### src/rtl/intersection_scheduler_if.sv
// Signal bundle between the intersection phase sequencer and its surroundings:
// run enable, sensors and pushbuttons in; lamp aspects and debug state out.
interface intersection_scheduler_if;
  logic       en;
  logic       sens_th, sens_nn, sens_ns;
  logic       btn_th, btn_nn, btn_ns;
  logic [1:0] th_aspect, nn_aspect, ns_aspect;
  logic       g_th_left, g_nn_left, g_nn_right;
  logic       p_th1, p_th2, p_n;
  logic [2:0] phase;
  logic [2:0] ped_pending;

  modport master (
    output en, sens_th, sens_nn, sens_ns, btn_th, btn_nn, btn_ns,
    input  th_aspect, nn_aspect, ns_aspect, g_th_left, g_nn_left, g_nn_right,
    input  p_th1, p_th2, p_n, phase, ped_pending
  );

  modport slave (
    input  en, sens_th, sens_nn, sens_ns, btn_th, btn_nn, btn_ns,
    output th_aspect, nn_aspect, ns_aspect, g_th_left, g_nn_left, g_nn_right,
    output p_th1, p_th2, p_n, phase, ped_pending
  );
endinterface

### src/rtl/intersection_scheduler.sv
// Thevenin/Norton intersection phase sequencer: actuated vehicle greens,
// fixed yellow/all-red clearances and a latched pedestrian walk phase.
module intersection_scheduler #(
  parameter int unsigned CLK_PER_MS  = 10,
  parameter int unsigned T_MIN_GREEN = 10000,
  parameter int unsigned T_EXT       = 3000,
  parameter int unsigned T_MAX_GREEN = 30000,
  parameter int unsigned T_YELLOW    = 3000,
  parameter int unsigned T_ALL_RED   = 2000,
  parameter int unsigned T_PED       = 8000
) (
  input  logic clklf,
  input  logic reset,
  intersection_scheduler_if.slave bus
);
  localparam int CW = 18;
  localparam logic [CW-1:0] ONE       = CW'(1);
  localparam logic [CW-1:0] PRESC_MAX = CW'(CLK_PER_MS - 1);
  localparam logic [CW-1:0] MIN_G     = CW'(T_MIN_GREEN);
  localparam logic [CW-1:0] EXT       = CW'(T_EXT);
  localparam logic [CW-1:0] MAX_G     = CW'(T_MAX_GREEN);
  localparam logic [CW-1:0] YEL       = CW'(T_YELLOW);
  localparam logic [CW-1:0] ALL_RED   = CW'(T_ALL_RED);
  localparam logic [CW-1:0] PED       = CW'(T_PED);

  typedef enum logic [2:0] {
    RED_INIT  = 3'd0, TH_GREEN = 3'd1, TH_YELLOW = 3'd2, RED_A    = 3'd3,
    N_GREEN   = 3'd4, N_YELLOW = 3'd5, RED_B     = 3'd6, PED_WALK = 3'd7
  } state_e;

  state_e        state_q, state_d;
  logic [5:0]    sync1_q, sync1_d, sync2_q, sync2_d;
  logic [2:0]    btn_prev_q, btn_prev_d, ped_q, ped_d;
  logic [CW-1:0] presc_q, presc_d, elapsed_q, elapsed_d, gap_q, gap_d;
  logic          next_n_q, next_n_d;

  logic          s_th, s_nn, s_ns, tick, own_sens, conflict, green_done, entry;
  logic [2:0]    btn_rise;
  logic [CW-1:0] presc_run, elapsed_run, gap_run;

  always_ff @(posedge clklf or negedge reset) begin
    if (!reset) begin
      state_q    <= RED_INIT;
      sync1_q    <= '0;
      sync2_q    <= '0;
      btn_prev_q <= '0;
      ped_q      <= '0;
      presc_q    <= '0;
      elapsed_q  <= '0;
      gap_q      <= '0;
      next_n_q   <= 1'b0;
    end else begin
      state_q    <= state_d;
      sync1_q    <= sync1_d;
      sync2_q    <= sync2_d;
      btn_prev_q <= btn_prev_d;
      ped_q      <= ped_d;
      presc_q    <= presc_d;
      elapsed_q  <= elapsed_d;
      gap_q      <= gap_d;
      next_n_q   <= next_n_d;
    end
  end

  // Synchronizers and button edge detect keep running while en=0 so presses latch.
  always_comb begin
    sync1_d    = {bus.btn_ns, bus.btn_nn, bus.btn_th, bus.sens_ns, bus.sens_nn, bus.sens_th};
    sync2_d    = sync1_q;
    btn_prev_d = sync2_q[5:3];
  end

  assign s_th     = sync2_q[0];
  assign s_nn     = sync2_q[1];
  assign s_ns     = sync2_q[2];
  assign btn_rise = sync2_q[5:3] & ~btn_prev_q;
  assign tick     = bus.en && (presc_q == PRESC_MAX);

  always_comb begin
    own_sens = 1'b0;
    conflict = 1'b0;
    case (state_q)
      TH_GREEN: begin own_sens = s_th;        conflict = s_nn | s_ns | (|ped_q); end
      N_GREEN:  begin own_sens = s_nn | s_ns; conflict = s_th | (|ped_q);        end
      default:  ;
    endcase
  end

  // Timer values as they stand after this cycle, before any state-entry clear.
  always_comb begin
    presc_run   = presc_q;
    elapsed_run = elapsed_q;
    gap_run     = gap_q;
    if (bus.en) begin
      presc_run = tick ? '0 : presc_q + ONE;
      if (tick && elapsed_q < MAX_G) elapsed_run = elapsed_q + ONE;
      if (own_sens)                  gap_run = '0;
      else if (tick && gap_q < EXT)  gap_run = gap_q + ONE;
    end
  end

  assign green_done = tick && (elapsed_run >= MIN_G) && conflict
                      && ((gap_run >= EXT) || (elapsed_run >= MAX_G));

  always_comb begin
    state_d  = state_q;
    next_n_d = next_n_q;
    case (state_q)
      RED_INIT:  if (tick && elapsed_run == ALL_RED) state_d = next_n_q ? N_GREEN : TH_GREEN;
      TH_GREEN:  if (green_done) state_d = TH_YELLOW;
      TH_YELLOW: if (tick && elapsed_run == YEL) state_d = RED_A;
      RED_A: if (tick && elapsed_run == ALL_RED) begin
        if (|ped_q) begin state_d = PED_WALK; next_n_d = 1'b1; end
        else state_d = N_GREEN;
      end
      N_GREEN:   if (green_done) state_d = N_YELLOW;
      N_YELLOW:  if (tick && elapsed_run == YEL) state_d = RED_B;
      RED_B: if (tick && elapsed_run == ALL_RED) begin
        if (|ped_q) begin state_d = PED_WALK; next_n_d = 1'b0; end
        else state_d = TH_GREEN;
      end
      PED_WALK:  if (tick && elapsed_run == PED) state_d = RED_INIT;
      default:   state_d = RED_INIT;
    endcase
  end

  // Gap is also restarted on entry so it measures idle time within this green only.
  always_comb begin
    entry     = (state_d != state_q);
    presc_d   = entry ? '0 : presc_run;
    elapsed_d = entry ? '0 : elapsed_run;
    gap_d     = entry ? '0 : gap_run;
    if (entry && state_d == PED_WALK) ped_d = '0;
    else if (state_q != PED_WALK)     ped_d = ped_q | btn_rise;
    else                              ped_d = ped_q;
  end

  always_comb begin
    bus.th_aspect  = 2'b00;
    bus.nn_aspect  = 2'b00;
    bus.ns_aspect  = 2'b00;
    bus.g_th_left  = 1'b0;
    bus.g_nn_left  = 1'b0;
    bus.g_nn_right = 1'b0;
    bus.p_th1      = 1'b0;
    bus.p_th2      = 1'b0;
    bus.p_n        = 1'b0;
    case (state_q)
      TH_GREEN:  begin bus.th_aspect = 2'b10; bus.g_th_left = 1'b1; end
      TH_YELLOW: bus.th_aspect = 2'b01;
      N_GREEN: begin
        bus.nn_aspect = 2'b10;
        bus.ns_aspect = 2'b10;
        bus.g_nn_left = 1'b1;
        bus.g_nn_right = 1'b1;
      end
      N_YELLOW:  begin bus.nn_aspect = 2'b01; bus.ns_aspect = 2'b01; end
      PED_WALK:  begin bus.p_th1 = 1'b1; bus.p_th2 = 1'b1; bus.p_n = 1'b1; end
      default:   ;
    endcase
    bus.phase       = state_q;
    bus.ped_pending = ped_q;
  end
endmodule

### src/flat_wrapper.sv
// flat-port wrapper written by rule: the top's interface ports become plain ports
module intersection_scheduler_flat 
#(
  parameter int unsigned CLK_PER_MS  = 10,
  parameter int unsigned T_MIN_GREEN = 10000,
  parameter int unsigned T_EXT       = 3000,
  parameter int unsigned T_MAX_GREEN = 30000,
  parameter int unsigned T_YELLOW    = 3000,
  parameter int unsigned T_ALL_RED   = 2000,
  parameter int unsigned T_PED       = 8000
)
  (clklf, reset, bus_en, bus_sens_th, bus_sens_nn, bus_sens_ns, bus_btn_th, bus_btn_nn, bus_btn_ns, bus_th_aspect, bus_nn_aspect, bus_ns_aspect, bus_g_th_left, bus_g_nn_left, bus_g_nn_right, bus_p_th1, bus_p_th2, bus_p_n, bus_phase, bus_ped_pending);
  intersection_scheduler_if bus_i ();
  input  logic clklf;
  input  logic reset;
  input wire logic [$bits(bus_i.en)-1:0] bus_en;
  input wire logic [$bits(bus_i.sens_th)-1:0] bus_sens_th;
  input wire logic [$bits(bus_i.sens_nn)-1:0] bus_sens_nn;
  input wire logic [$bits(bus_i.sens_ns)-1:0] bus_sens_ns;
  input wire logic [$bits(bus_i.btn_th)-1:0] bus_btn_th;
  input wire logic [$bits(bus_i.btn_nn)-1:0] bus_btn_nn;
  input wire logic [$bits(bus_i.btn_ns)-1:0] bus_btn_ns;
  output wire logic [$bits(bus_i.th_aspect)-1:0] bus_th_aspect;
  output wire logic [$bits(bus_i.nn_aspect)-1:0] bus_nn_aspect;
  output wire logic [$bits(bus_i.ns_aspect)-1:0] bus_ns_aspect;
  output wire logic [$bits(bus_i.g_th_left)-1:0] bus_g_th_left;
  output wire logic [$bits(bus_i.g_nn_left)-1:0] bus_g_nn_left;
  output wire logic [$bits(bus_i.g_nn_right)-1:0] bus_g_nn_right;
  output wire logic [$bits(bus_i.p_th1)-1:0] bus_p_th1;
  output wire logic [$bits(bus_i.p_th2)-1:0] bus_p_th2;
  output wire logic [$bits(bus_i.p_n)-1:0] bus_p_n;
  output wire logic [$bits(bus_i.phase)-1:0] bus_phase;
  output wire logic [$bits(bus_i.ped_pending)-1:0] bus_ped_pending;
  assign bus_i.en = bus_en;
  assign bus_i.sens_th = bus_sens_th;
  assign bus_i.sens_nn = bus_sens_nn;
  assign bus_i.sens_ns = bus_sens_ns;
  assign bus_i.btn_th = bus_btn_th;
  assign bus_i.btn_nn = bus_btn_nn;
  assign bus_i.btn_ns = bus_btn_ns;
  assign bus_th_aspect = bus_i.th_aspect;
  assign bus_nn_aspect = bus_i.nn_aspect;
  assign bus_ns_aspect = bus_i.ns_aspect;
  assign bus_g_th_left = bus_i.g_th_left;
  assign bus_g_nn_left = bus_i.g_nn_left;
  assign bus_g_nn_right = bus_i.g_nn_right;
  assign bus_p_th1 = bus_i.p_th1;
  assign bus_p_th2 = bus_i.p_th2;
  assign bus_p_n = bus_i.p_n;
  assign bus_phase = bus_i.phase;
  assign bus_ped_pending = bus_i.ped_pending;
  intersection_scheduler #(.CLK_PER_MS(CLK_PER_MS), .T_MIN_GREEN(T_MIN_GREEN), .T_EXT(T_EXT), .T_MAX_GREEN(T_MAX_GREEN), .T_YELLOW(T_YELLOW), .T_ALL_RED(T_ALL_RED), .T_PED(T_PED)) u_core (.clklf(clklf), .reset(reset), .bus(bus_i));
endmodule
### config.mk
export PLATFORM = sky130hd
export DESIGN_NAME = intersection_scheduler_flat
export DESIGN_NICKNAME = d
export VERILOG_FILES = /design/src/rtl/intersection_scheduler_if.sv /design/src/rtl/intersection_scheduler.sv /design/src/flat_wrapper.sv
export SDC_FILE = /design/constraint.sdc
export NUM_CORES = 1
export LEC_CHECK = 0
export ABC_AREA = 1
export CAP_MARGIN = 5
export CORE_MARGIN = 10
export CORE_UTILIZATION = 40
export CTS_CLUSTER_SIZE = 40
export DETAILED_ROUTE_END_ITERATION = 12
export PLACE_DENSITY = 0.57
export SKIP_CTS_REPAIR_TIMING = 1
export SLEW_MARGIN = 20
export SYNTH_ARGS = -nofsm -noshare
export SYNTH_HDL_FRONTEND = slang
export SYNTH_SLANG_ARGS = --single-unit
### constraint.sdc
create_clock -name clklf -period 3.24 [get_ports clklf]
set_input_delay 0.648 -clock clklf [delete_from_list [all_inputs] [get_ports clklf]]
set_output_delay 0.648 -clock clklf [all_outputs]
set_load 0.01 [all_outputs]
==> impl_metrics.ini, run 1 <==
[status]
status = finished with violations
violations = negative setup slack

[timing]
max_freq_mhz = 308
fin_tns_setup_ps = -18.4
hold_ws_ps = 352
finalClockSkew_ps = 12.4
slew_headroom_pct = 35.4
finalWorstSetupSlack_ps = -8.96
finalMaxSlewViolations = 0
fin_crit_sh_pct = 100
tightest_slew_ps = 969
setup_viol = 3
rsz0062_at_grt = yes
fin_crit_ps = 3250
final_hold_viol_count = 0

[floorplan]
start_util_pct = 41.2
pin_count = 27
coreArea_sq_um = 10900
fp.dieH_microns = 126
dieArea_sq_um = 15900
rows = 38
die_x_microns = 126

[layout]
layout_common_cells = nand2_1 (133), nor2_1 (97), inv_1 (84), dfrtp_1 (72), buf_4 (66)
fin_nets = 739
final_common_cell = nand2_1
layout-drive-gt1-share_pct = 24.6
syn_to_final_growth_pct = 34.8
diodes = 0
finish.utilization_pct = 55.6

[hold_path]
hold_depth = 0
hold_end = u_core.sync2_q[2]
min_from = u_core.sync1_q[2]
worstHoldPathType = flop to flop

[clocking]
htreeDepth = 3
clk_pin_slew_ps = 60
cts_buffers = 9
cts.sinks = 76
cts_root_buffer = clkbuf_16
cts_tree = yes
clockBufferDepth = 2
clk_latency_ps = 340

[global_route]
grt_pass1_vias = 3979
grt-ovfl-total = 0
grt_usage_pct = 14.0
grt_first_pass_wirelength_microns = 18900
use_met3_pct = 2.77
grt_max_degree = 77
grt_use_met1_pct = 18.4
grtUsageMet2_pct = 22.9
top_usage_layer = met2
antenna_found_initial = 0

[drt]
drt-total-wl_microns = 11600
num_vias = 4190
via_per_inst = 4.81
first_pass_iters = 5
drc_errors = 0
wire_per_inst_microns = 13.3
postRouteAntennaNets = 0
drtIter0Drc = 246

[synthesis]
ys_seq_area_share_pct = 42.2
avgSynthCellArea_sq_um = 7.16
yosys_warnings = 0
syn_nets = 643
yosys_register_bits = 76
ys_types = 39
syn_area_sq_um = 4510
syn_inst = 630

[power]
combPwrFrac_pct = 9.1
internal_power_uw = 1750
sw_frac_of_total_pct = 25.3
p_clk_share_pct = 45.7
seqPwrFrac_pct = 45.2
p_sw_uw = 593
p_per_area_nw_per_um2 = 385
total_leakage_power_uw = 0.00291
ir_drop_uv = 216

[setup_path]
r2r_cells = 23
rrSetupSlack_ps = -9
worstSetupPathType = flop to flop
r2r_start = u_core.presc_q[1]
crit_arrival_ps = 3510
crit_path_end_kind = flop
timing.rr.end = u_core.gap_q[14]
critPathLaunchType = flop
crit_required_ps = 3500
cp_max_fo = 8

[place]
numPortBuffers = 26
place_hpwl_microns = 8460
place_congestion = 0.906

[run]
max_cap_viol_count = 0
==> registers in the layout, summed over array words and instances (netlist names) <==
signal / cells
u_core.presc_q: 18
u_core.bus.ped_pending: 3
u_core.next_n_q: 1
u_core.btn_prev_q: 3
u_core.sync2_q: 6
u_core.bus.phase: 3
u_core.elapsed_q: 18
u_core.gap_q: 18
u_core.sync1_q: 6
==> area by class of cell <==
| class | instances | area [sq um] |
|---|---|---|
| Clock inverter | 5 | 65.1 |
| Tap cell | 140 | 175 |
| Multi-Input combinational cell | 449 | 2440 |
| Inverter | 90 | 338 |
| Clock buffer | 11 | 253 |
| Timing Repair Buffer | 100 | 895 |
| Sequential cell | 76 | 1910 |
| Fill cell | 1048 | 4860 |
==> worst max-delay path by stage <==
stage	endpoint	startpoint	slack, ps	depth (start not counted)
2_1_floorplan	u_core.gap_q[12]	bus_en	320	22
3_3_place_gp	u_core.elapsed_q[6]	bus_en	-420	20
3_5_place_dp	u_core.gap_q[2]	bus_en	-510	21
4_1_cts	u_core.gap_q[2]	bus_en	-150	21
5_1_grt	u_core.elapsed_q[6]	u_core.presc_q[1]	-200	23
6_report	u_core.gap_q[14]	u_core.presc_q[1]	-9	23
==> per-layer routing <==
layer	share of wire, %	up-vias
met1	48	1954
met2	49	54
met5	0	-
met3	2.1	13
li1	-	2169
met4	1.4	0
==> stage by stage <==
stage	power, uW	std cells	area, sq um	setup slack [ps]
after floorplan	1180	630	4510	321
after CTS	2340	860	5650	-150
after global routing	2440	871	6080	-201
after global placement	1260	844	5340	-423
after detailed placement	1260	844	5340	-509
final	2340	871	6080	-8.96
==> power by group through the flow <==
stage	registers, uW	logic (uW)	clock network, uW
3_5_place_dp	1080	188	0
2_1_floorplan	1070	116	0
4_1_cts	1060	191	1090
6_report	1060	212	1070
5_1_grt	1070	244	1130
3_3_place_gp	1070	185	0
==> synth_stat cells, drive strengths merged <==
master / instances / area (sq um)
ha: 4 / 50.1
nor2: 129 / 512
o22ai: 4 / 25.0
a21boi: 1 / 7.51
dfrtp: 76 / 1900
and3: 1 / 6.26
nand3b: 1 / 7.51
inv: 89 / 334
a32oi: 1 / 8.76
buf: 14 / 105
o21ai: 25 / 125
nand3: 51 / 273
a31oi: 3 / 18.8
xnor2: 4 / 35.0
clkinv: 1 / 3.75
nor3: 16 / 85.1
xor2: 21 / 184
a22oi: 1 / 7.51
nor4: 2 / 12.5
nor3b: 1 / 7.51
o221ai: 1 / 8.76
nand2: 148 / 568
nand4: 11 / 68.8
a21oi: 19 / 114
or2: 1 / 6.26
o21bai: 3 / 26.3
clkbuf: 2 / 7.51
==> cells by family after synthesis <==
kind of cell | Yosys count | share of synthesized area [%]
buf+inv | 106 | 9.99
fa+ha+maj | 4 | 1.11
flops | 76 | 42.2
simple gates | 361 | 34.3
xor+xnor | 25 | 4.86
compound gates | 58 | 7.57
==> worst max-delay path, stage by stage (launching register included) <==
cell and delay [ps]:
dfrtp_1 410, inv_2 70, ha_2 150, nand2_1 50, inv_1 60, nand2_2 60
nor2_4 200, nand3_4 170, buf_6 180, o21bai_4 120, nand2_2 90, buf_4 140
inv_2 60, nand3_2 100, nor2_4 120, nand3_4 90, a21oi_2 150, nand3_1 110
nand2_1 130, nand2_2 70, a21oi_4 220, nand2_4 140, clkbuf_16 190, nor2_1 90
(Power assumes the default switching activity.)
==> inputs of run 2 (changes only) <==
==> constraint.sdc (replaced) <==
create_clock -name clklf -period 3.24 [get_ports clklf]
set_input_delay 0.324 -clock clklf [delete_from_list [all_inputs] [get_ports clklf]]
set_output_delay 0.324 -clock clklf [all_outputs]
set_load 0.01 [all_outputs]
==> impl_metrics.ini, run 2 (same netlist as run 1, synthesis figures left out) <==
[place]
place_congestion = 0.918
place_hpwl_microns = 8110
pre_cts_slack_ps = -164
numPortBuffers = 26
placed_area_sq_um = 5250

[setup_path]
path_common_cell = nor2_4
crit_path_end_kind = flop
crit_arrival_ps = 3390
worstSetupPathType = flop to flop
cp_num_buf_inv = 5
path_delay_family = simple AND/OR/NAND/NOR gates
cp_max_fo = 6
r2r_cells = 22
cp_cell_sequence = inv_2 > ha_4 > nand2_2 > inv_2 > nand2_2 > nor2_4 > nand3_4 > nor2_4 > clkbuf_16 > nor2_4 > nor2_4 > buf_4 > nor2_4 > nand2_1 > nand4_1 > a21oi_2 > nand3_1 > a21oi_2 > a21oi_4 > nand2_4 > buf_4 > a21oi_1
rrSetupSlack_ps = 70
crit_required_ps = 3460
worst_path_largest_cell_delay_ps = 390
crit_slowest_cell = dfrtp_1
critPathLaunchType = flop
r2r_start = u_core.presc_q[1]
timing.rr.end = u_core.bus.ped_pending[0]

[floorplan]
fp.dieH_microns = 126
coreArea_sq_um = 10900
pin_count = 27
dieArea_sq_um = 15900
die_x_microns = 126
start_util_pct = 41.2
rows = 38

[drt]
via_per_inst = 4.90
first_pass_iters = 4
postRouteAntennaNets = 0
drtIter0Drc = 222
drc_errors = 0
wire_per_inst_microns = 13.8
num_vias = 4250
drt-total-wl_microns = 12000

[global_route]
antenna_found_initial = 0
grt_first_pass_wirelength_microns = 18500
grt_pass1_vias = 3908
grt-ovfl-total = 0
grt_max_degree = 77
grt_usage_pct = 13.6

[clocking]
cts_tree = yes
cts_root_buffer = clkbuf_16
clockBufferDepth = 2
htreeDepth = 3
cts_buffers = 9
cts.sinks = 76
clk_pin_slew_ps = 70
clk_latency_ps = 330

[layout]
finish.utilization_pct = 55.8
design_area_sq_um = 6100
syn_to_final_growth_pct = 35.4
largest_registers = u_core.elapsed_q (18), u_core.gap_q (18), u_core.presc_q (18)
layout-drive-gt1-share_pct = 24.5
fin_nets = 735
layout_common_cells = nand2_1 (130), nor2_1 (98), inv_1 (83), dfrtp_1 (73), buf_4 (60)
final_common_cell = nand2_1
diodes = 0

[timing]
fin_tns_setup_ps = 0
setup_viol = 0
tightest_slew_ps = 960
fin_crit_sh_pct = 98.0
fin_crit_ps = 3170
finalWorstSetupSlack_ps = 66.0
max_freq_mhz = 315
hold_ws_ps = 146
finalClockSkew_ps = 9.80
finalMaxSlewViolations = 0
final_hold_viol_count = 0
rsz0062_at_grt = yes
slew_headroom_pct = 36.0

[power]
p_per_area_nw_per_um2 = 379
sw_frac_of_total_pct = 26.3
internal_power_uw = 1700
p_sw_uw = 607
p_clk_share_pct = 45.2
ir_drop_uv = 273
combPwrFrac_pct = 9.1
total_leakage_power_uw = 0.00290
seqPwrFrac_pct = 45.8

[run]
max_cap_viol_count = 0

[status]
status = complete, no violations

[hold_path]
worstHoldPathType = input pin to async pin
## run 2: cell types whose count changed in the layout (fill, tap and decap cells not counted), sizes merged
cell           before  now
buf                73   69
clkbuf             13   11
clkdlybuf4s50      24   25
clkinv              2    3
clkinvlp            0    1
dlymetal6s2s        1    0
## run 2: layer usage
metal  track usage, %  routed length [microns]
met5                0                        0
met4             3.88                      244
met3             2.39                      304
met2             21.8                     5910
met1             18.3                     5510
## run 2: worst max-delay path by stage
stage | startpoint | to | cells after the start
CTS | u_core.presc_q[1] | u_core.gap_q[7] | 22
detailed placement | bus_en | u_core.gap_q[8] | 21
global placement | bus_en | u_core.gap_q[0] | 21
floorplan | u_core.presc_q[1] | u_core.gap_q[12] | 23
finish | u_core.presc_q[1] | u_core.bus.ped_pending[0] | 22
global route | u_core.elapsed_q[6] | u_core.elapsed_q[1] | 21
## run 2: worst reg2reg max path, cell delays in order (launching register included)
cell	delay (ps)
dfrtp_1	390
inv_2	80
ha_4	130
nand2_2	50
inv_2	60
nand2_2	60
nor2_4	180
nand3_4	150
nor2_4	230
clkbuf_16	190
nor2_4	30
nor2_4	130
buf_4	150
nor2_4	30
nand2_1	50
nand4_1	120
a21oi_2	220
nand3_1	150
a21oi_2	220
a21oi_4	60
nand2_4	140
buf_4	160
a21oi_1	60
## run 2: layout make-up
cell class / count / area [sq um]
Clock inverter: 7 / 83.8
Tap cell: 140 / 175
Multi-Input combinational cell: 449 / 2500
Clock buffer: 9 / 225
Timing Repair Buffer: 96 / 878
Sequential cell: 76 / 1910
Inverter: 90 / 338
Fill cell: 1018 / 4830
## run 2: power by group through the flow
stage	logic [uW]	clock network (uW)	registers (uW)
5_1_grt	241	1110	1060
2_1_floorplan	116	0	1070
6_report	209	1040	1060
3_5_place_dp	185	0	1070
3_3_place_gp	183	0	1070
4_1_cts	188	1070	1060
## run 2: stage by stage
step	power (uW)	std cells
finish	2310	867
global route	2410	867
CTS	2310	849
detailed placement	1260	833
global placement	1260	833
floorplan	1180	630
